File: src/rtl/oam_dma_ctrl.sv
// oam_dma_ctrl
// Memory-bus controller and arbiter between the CPU datapath and the single
// port mem block, implementing NES-style sprite DMA. A CPU write to
// TRIGGER_ADDR is swallowed and its data latched as a source page. The CPU
// is then stalled while 256 bytes {page,8'h00}..{page,8'hFF} are copied to
// OAM_DATA_ADDR, one READ/WRITE pair per byte, reads always on even parity.
//
// Ports
//   clk, reset        single clock, synchronous active-high reset
//   cpu_addr/we/wdata CPU access request (ignored while busy)
//   cpu_rdy           bus grant to the CPU
//   mem_addr/we/wdata request to mem; mem_rdata returns one cycle later
//   dma_busy          high in every non-IDLE state
//   dma_done          one-cycle pulse in the first IDLE cycle after a copy
//   dbg_state_o       current FSM state
//   last_byte_o       last byte moved by the DMA
//
// Handshake: cpu_rdy is a level grant. While cpu_rdy=1 each CPU request is
// forwarded to mem in the same cycle; while cpu_rdy=0 the CPU must hold off,
// and anything it drives is ignored (no forwarding, no re-trigger).
module oam_dma_ctrl #(
  parameter int                    ADDR_WIDTH    = 16,
  parameter int                    REG_WIDTH     = 8,
  parameter logic [ADDR_WIDTH-1:0] TRIGGER_ADDR  = 16'h4014,
  parameter logic [ADDR_WIDTH-1:0] OAM_DATA_ADDR = 16'h2004
) (
  input  logic                  clk,
  input  logic                  reset,
  input  logic [ADDR_WIDTH-1:0] cpu_addr,
  input  logic                  cpu_we,
  input  logic [REG_WIDTH-1:0]  cpu_wdata,
  output logic                  cpu_rdy,
  output logic [ADDR_WIDTH-1:0] mem_addr,
  output logic                  mem_we,
  output logic [REG_WIDTH-1:0]  mem_wdata,
  input  logic [REG_WIDTH-1:0]  mem_rdata,
  output logic                  dma_busy,
  output logic                  dma_done,
  output logic [2:0]            dbg_state_o,
  output logic [REG_WIDTH-1:0]  last_byte_o
);

  typedef enum logic [2:0] {
    S_IDLE  = 3'd0,
    S_HALT  = 3'd1,
    S_ALIGN = 3'd2,
    S_READ  = 3'd3,
    S_WRITE = 3'd4
  } state_t;

  state_t                state_q, state_d;
  logic                  parity_q;
  logic [7:0]            page_q;
  logic [7:0]            idx_q;
  logic [REG_WIDTH-1:0]  last_q;
  logic                  rdy_q;
  logic                  busy_q;
  logic                  done_q;
  logic                  trigger;
  logic [ADDR_WIDTH-1:0] src_addr;

  assign trigger  = (state_q == S_IDLE) && cpu_we && (cpu_addr == TRIGGER_ADDR);
  // Only idx advances, so page FF never carries into page 00.
  assign src_addr = ADDR_WIDTH'({page_q, idx_q});

  // Next state
  always_comb begin
    state_d = state_q;
    unique case (state_q)
      S_IDLE:  if (trigger) state_d = S_HALT;
      // parity_q is this cycle's parity; a READ needs next cycle to be even.
      S_HALT:  state_d = parity_q ? S_READ : S_ALIGN;
      S_ALIGN: state_d = S_READ;
      S_READ:  state_d = S_WRITE;
      S_WRITE: state_d = (idx_q == 8'hFF) ? S_IDLE : S_READ;
      default: state_d = S_IDLE;
    endcase
  end

  // Memory port mux. While reset is held the port shows the idle
  // pass-through view with writes suppressed.
  always_comb begin
    mem_addr  = cpu_addr;
    mem_we    = 1'b0;
    mem_wdata = cpu_wdata;
    if (!reset) begin
      unique case (state_q)
        S_IDLE:  mem_we = cpu_we && !trigger;
        S_WRITE: begin
          mem_addr  = OAM_DATA_ADDR;
          mem_we    = 1'b1;
          mem_wdata = mem_rdata;
        end
        default: begin
          mem_addr  = src_addr;
          mem_wdata = mem_rdata;
        end
      endcase
    end
  end

  always_ff @(posedge clk) begin
    if (reset) begin
      state_q  <= S_IDLE;
      parity_q <= 1'b0;
      page_q   <= 8'h00;
      idx_q    <= 8'h00;
      last_q   <= '0;
      rdy_q    <= 1'b1;
      busy_q   <= 1'b0;
      done_q   <= 1'b0;
    end else begin
      state_q  <= state_d;
      parity_q <= ~parity_q;
      rdy_q    <= (state_d == S_IDLE);
      busy_q   <= (state_d != S_IDLE);
      done_q   <= (state_q == S_WRITE) && (idx_q == 8'hFF);
      if (trigger) begin
        page_q <= cpu_wdata[7:0];
        idx_q  <= 8'h00;
      end
      if (state_q == S_WRITE) begin
        last_q <= mem_rdata;
        if (idx_q != 8'hFF) idx_q <= idx_q + 8'h01;
      end
    end
  end

  assign cpu_rdy     = rdy_q;
  assign dma_busy    = busy_q;
  assign dma_done    = done_q;
  assign dbg_state_o = state_q;
  assign last_byte_o = last_q;

endmodule

File: config.mk
export PLATFORM = sky130hd
export DESIGN_NAME = oam_dma_ctrl
export DESIGN_NICKNAME = d
export VERILOG_FILES = /design/src/rtl/oam_dma_ctrl.sv
export SDC_FILE = /design/constraint.sdc
export NUM_CORES = 1
export LEC_CHECK = 0
export CAP_MARGIN = 20
export CORE_AREA = 3 3 56 79
export CTS_BUF_LIST = sky130_fd_sc_hd__clkbuf_4
export CTS_CLUSTER_DIAMETER = 120
export DETAILED_ROUTE_END_ITERATION = 10
export DIE_AREA = 0 0 59 82
export DONT_BUFFER_PORTS = 1
export SLEW_MARGIN = 10
export SYNTH_ARGS = -nofsm -noshare
export SYNTH_HDL_FRONTEND = slang
export SYNTH_SLANG_ARGS = --single-unit
File: constraint.sdc
create_clock -name clk -period 1.7 [get_ports clk]
set_clock_uncertainty 0.1 [all_clocks]
set_input_delay 0.255 -clock clk [delete_from_list [all_inputs] [get_ports clk]]
set_output_delay 0.255 -clock clk [all_outputs]
set_load 0.02 [all_outputs]
# Yosys cells after proc, flatten, opt, wreduce, memory -nomap -nowiden
# Cells that the tools add are included.
# totals
ff_bits	31
input_bits	35
output_inout_bits	39
elab_cells	38
# classes
n_addsub	1
eq_ne	7
mux	13
bitwise	1
n_reduce_logical	8
# ops
operator	n
8-bit two-way mux	5
16-bit case mux with 2 select lines	1
16-bit by 15-bit == test with 1-bit output, second input constant	1
16-bit two-way mux	1
3-bit case mux with 5 select lines	1
8-bit by 1-bit adder with 8-bit output, second input constant	1
8-bit == test, second input constant	1
8-bit != test, second input constant	1
3-bit by 2-bit == test with 1-bit output, second input constant	2
3-bit logical NOT	2
1-bit logical AND	4
3-bit by 1-bit == test with 1-bit output, second input constant	1
3-bit == test, second input constant	1
3-bit two-way mux	1
3-bit nonzero test	1
1-bit two-way mux	2
2-bit two-way mux	1
1-bit case mux with 2 select lines	1
1-bit logical NOT	1
1-bit inverter	1

# Logic depth before layout (Yosys ltp)
# logic_depth
depth_word	7
depth_mapped	6
depth_no_buf	5

# Least setup slack after synthesis
# OpenSTA, ideal clock, no wires.
# synth_timing
path_kind	register -> output
from	reg state_q[1] (netlist: dbg_state_o[1])
to	out mem_addr[10]
t_arrival_ns	1.523
required_ns	1.345
setup_slack_ns	-0.178
path_stages_with_launch	6
path_cell_list	dfxtp_1 > buf_2 > nor2_1 > nor2_1 > clkbuf_1 > a22o_1
# synth_via
elab_chain_cells	3
word_cells_on_any_way	4
classes_between	1 x eq/ne; 2 x mux; 1 x reduce/logical
# synth_lines
item	line	rtl
start, declared	51	state_t state_q, state_d;
start signal, assigned	113	state_q <= state_d;
3-bit == test or 3-bit logical NOT (tied branches)	87	unique case (state_q)
16-bit case mux with 2 select lines *	87	
16-bit two-way mux *	86	if (!reset) begin
end, declared	33	output logic [ADDR_WIDTH-1:0] mem_addr,
# Mark *: on every way between the ends. The rest lies on a longest branch, timed or not.

# Final worst setup path
# layout_timing
from	reg state_q[0] (netlist: dbg_state_o[0])
to	out mem_addr[2]
# Same word-level chain as after synthesis.

==> results.yml <==
status:
  status: "finished, violations left"
  failed_checks: "setup timing"
critical_path:
  crit_arrival_ns: 1.56
  critPathCaptureType: "output port"
  cp_data_required_time_ns: 1.34
  rr_worst_depth: 6
  cp_num_buf_inv: 3
  cp_slowest_cell: "dfxtp_2"
  crit_path_frequent_cell: "buf_6"
  cp_cell_sequence: "buf_6 > nor3_4 > buf_6 > nor2_4 > buf_6 > o32a_1"
  crit_fanout: 5
  crit_type: "reg -> out"
  cp-start-kind: "flip-flop"
  max_stage_delay_ns: 0.34
  critical_path.top_delay_family: "buffers and inverters"
  worstSetupPathDepth: 6
power:
  p_switching_uw: 362
  switching_share_pct: 27.1
  p_leak_nw: 0.924
  p_int_uw: 973
  vdd_drop_max_uv: 521
  p_seq_share_pct: 54.5
  comb_power_share_pct: 13.9
  power_density_nw_per_um2: 535
  clockPowerShare_pct: 31.6
placement:
  place_area_sq_um: 1960
  globalplace.congestion: 0.793
  hpwl_mm: 3.76
  port_buffers: 0
global_route:
  grt_overflow: 0
  grt_start_max_net_pins: 25
  grt_pass1_wl_mm: 8.84
  grt_usage_pct: 24.5
  grt_antenna_before_repair: 0
  grt_pass1_vias: 1895
logic_synthesis:
  ys_warn_count: 0
  yosysSeqAreaShare_pct: 37.1
  avgSynthCellArea_sq_um: 8.23
  synth_cell_types: 44
  netlist_instances: 203
  yosys.area.top_type_share_pct: 37.1
  netlist_area_sq_um: 1670
  syn-num-nets: 239
  netlist_top_cells_area: "dfxtp_1 (37%), nand2_1 (11%), a22o_1 (7.3%)"
  synth_top_area_cell: "dfxtp_1"
  synth_seq_cells: 31
clock_network:
  root_buffer: "clkbuf_4"
  cts_inserted_buffers: 5
  htreeDepth: 2
  cts_buffer_depth: 2
  cts.sinks: 31
  cts_tree: "yes"
  clk_pin_slew_ns: 0.11
  clk_latency_ns: 0.34
sta:
  rsz0062_at_grt: "true"
  slew_headroom_pct: 33.1
  tightest_slew_ns: 1.00
  setup_viol: 26
  min_period_ns: 1.92
  max_freq_ghz: 0.521
  final_hold_viol_count: 0
  drv_slew: 0
  postLayoutSetupSlackWorst_ns: -0.219
  period_share_pct: 113
  finalSetupTns_ns: -4.77
floorplan:
  coreArea_sq_um: 3850
  rows: 27
  initial_core_util_pct: 43.4
  io_pins: 74
  die_w_um: 59
  dieArea_sq_um: 4840
  die-height_um: 82
drt:
  route.detailed.drc: 0
  drt-total-wl_mm: 5.85
  post_drt_via_cell_ratio: 6.20
  ant_nets: 0
  routedWlPerCell_um: 19.8
  vias: 1834
  drtIter0Drc: 50
  drtPass1Iterations: 4
finish:
  antenna_cells: 0
  area_delta_synth_final_pct: 49.3
  final_cell_mix: "nand2_1 (30), dfxtp_1 (28), buf_4 (23)"
  layout.nets: 288
  final_common_cell: "nand2_1"
  layout-drive-gt1-share_pct: 36.0
  fin_area_sq_um: 2500
hold_path:
  hold_path_depth: 2
  hp-class: "in -> reg"
run:
  maxCapViolations: 0
==> flip-flops by register name (all words and copies together), names as in the netlist <==
signal       flops
idx_q            8
last_byte_o      8
page_q           8
dbg_state_o      3
cpu_rdy          1
dma_busy         1
dma_done         1
parity_q         1
==> per-layer routing <==
metal  up-vias  global-route usage [%]  share of wire, %
met5         -                       0                 0
met4         0                    15.4               4.3
met3        27                    9.12               8.7
met2       103                    40.8                52
met1       870                    25.5                35
li1        834                       -                 -
==> kinds of logic (layout without fill, tap and decap cells) <==
| family | after synthesis | after routing | synth area share [%] |
|---|---|---|---|
| DFF | 31 | 31 | 37.1 |
| adders and majority gates | 1 | 1 | 0.748 |
| muxes | 9 | 9 | 5.46 |
| buffers and inverters | 17 | 67 | 4.64 |
| and+or+nand+nor | 92 | 92 | 28.3 |
| AOI/OAI and AO/OA | 53 | 53 | 23.7 |
==> final timing paths <==
| kind | startpoint | end | slack (ns) |
|---|---|---|---|
| max | dbg_state_o[0] | mem_addr[2] | -0.22 |
| min | reset | page_q[1] | 0.0004 |
| max reg2reg | dbg_state_o[1] | idx_q[5] | 0 |
| min reg2reg | parity_q | parity_q | 0.31 |
==> layout make-up <==
type | instances | area (sq um)
sequential | 31 | 624
inverter | 3 | 11.3
multi-input combinational | 155 | 1220
fill | 311 | 1360
tap | 43 | 53.8
timing repair buffer | 56 | 536
clock buffer | 5 | 37.5
clock inverter | 3 | 15.0
==> what timing repair did <==
item | CTS | global route
pin swaps | 20 | 19
gates resized for setup | 21 | 32
cloned | 2 | 0
hold endpoints to repair | 28 | 1
buffers inserted | 3 | 7
hold buffers | 18 | 1
endpoints found under the setup margin | 25 | 41
==> power by group through the flow <==
| stage | combinational (mW) | clock (mW) | sequential [mW] |
|---|---|---|---|
| after floorplan | 0.120 | 0 | 0.745 |
| after detailed placement | 0.120 | 0 | 0.745 |
| final | 0.185 | 0.422 | 0.728 |
| after global routing | 0.194 | 0.461 | 0.729 |
| after global placement | 0.119 | 0 | 0.745 |
| after CTS | 0.171 | 0.426 | 0.728 |
==> Yosys cell counts <==
master and n:
o32a_1 2, or4_1 1, o21a_1 2, nor4b_1 1, nor3_2 1, o211ai_1 4, a41o_1 1, a2111oi_1 1
o21ai_0 3, o221ai_1 1, nand2b_1 14, o21ai_1 1, a22o_1 14, o21ba_2 1, mux2i_1 8, nand3b_1 5
nand3_1 3, or2_0 1, and3_1 1, clkbuf_1 8, o31ai_1 2, buf_6 1, nor4bb_1 1, a21oi_1 12
nor2_1 5, inv_1 3, o21ai_2 1, nor2_2 1, nor3b_4 1, mux2_2 1, buf_2 5, a211oi_1 1
ha_1 1, a311oi_1 1, dfxtp_1 31, nor4_1 3, and4_1 2, a31oi_1 1, nor3_1 1, o21ba_1 1
nand4_1 3, o2111ai_1 3, o21bai_1 1, nand2_1 48
==> metrics by stage <==
stage               instances  total power, mW  worst slack (ns)  hold slack [ns]  util, %
CTS                       288             1.32            -0.202          0.00140     59.7
finish                    296             1.34            -0.219         0.000363     64.8
global route              296             1.38            -0.300         -0.00915     64.8
detailed placement        257            0.865           -0.0271            0.231     50.9
global placement          257            0.864           0.00327            0.232     50.9
floorplan                 203            0.865            0.0253            0.286        -
(Power assumes the default switching activity.)
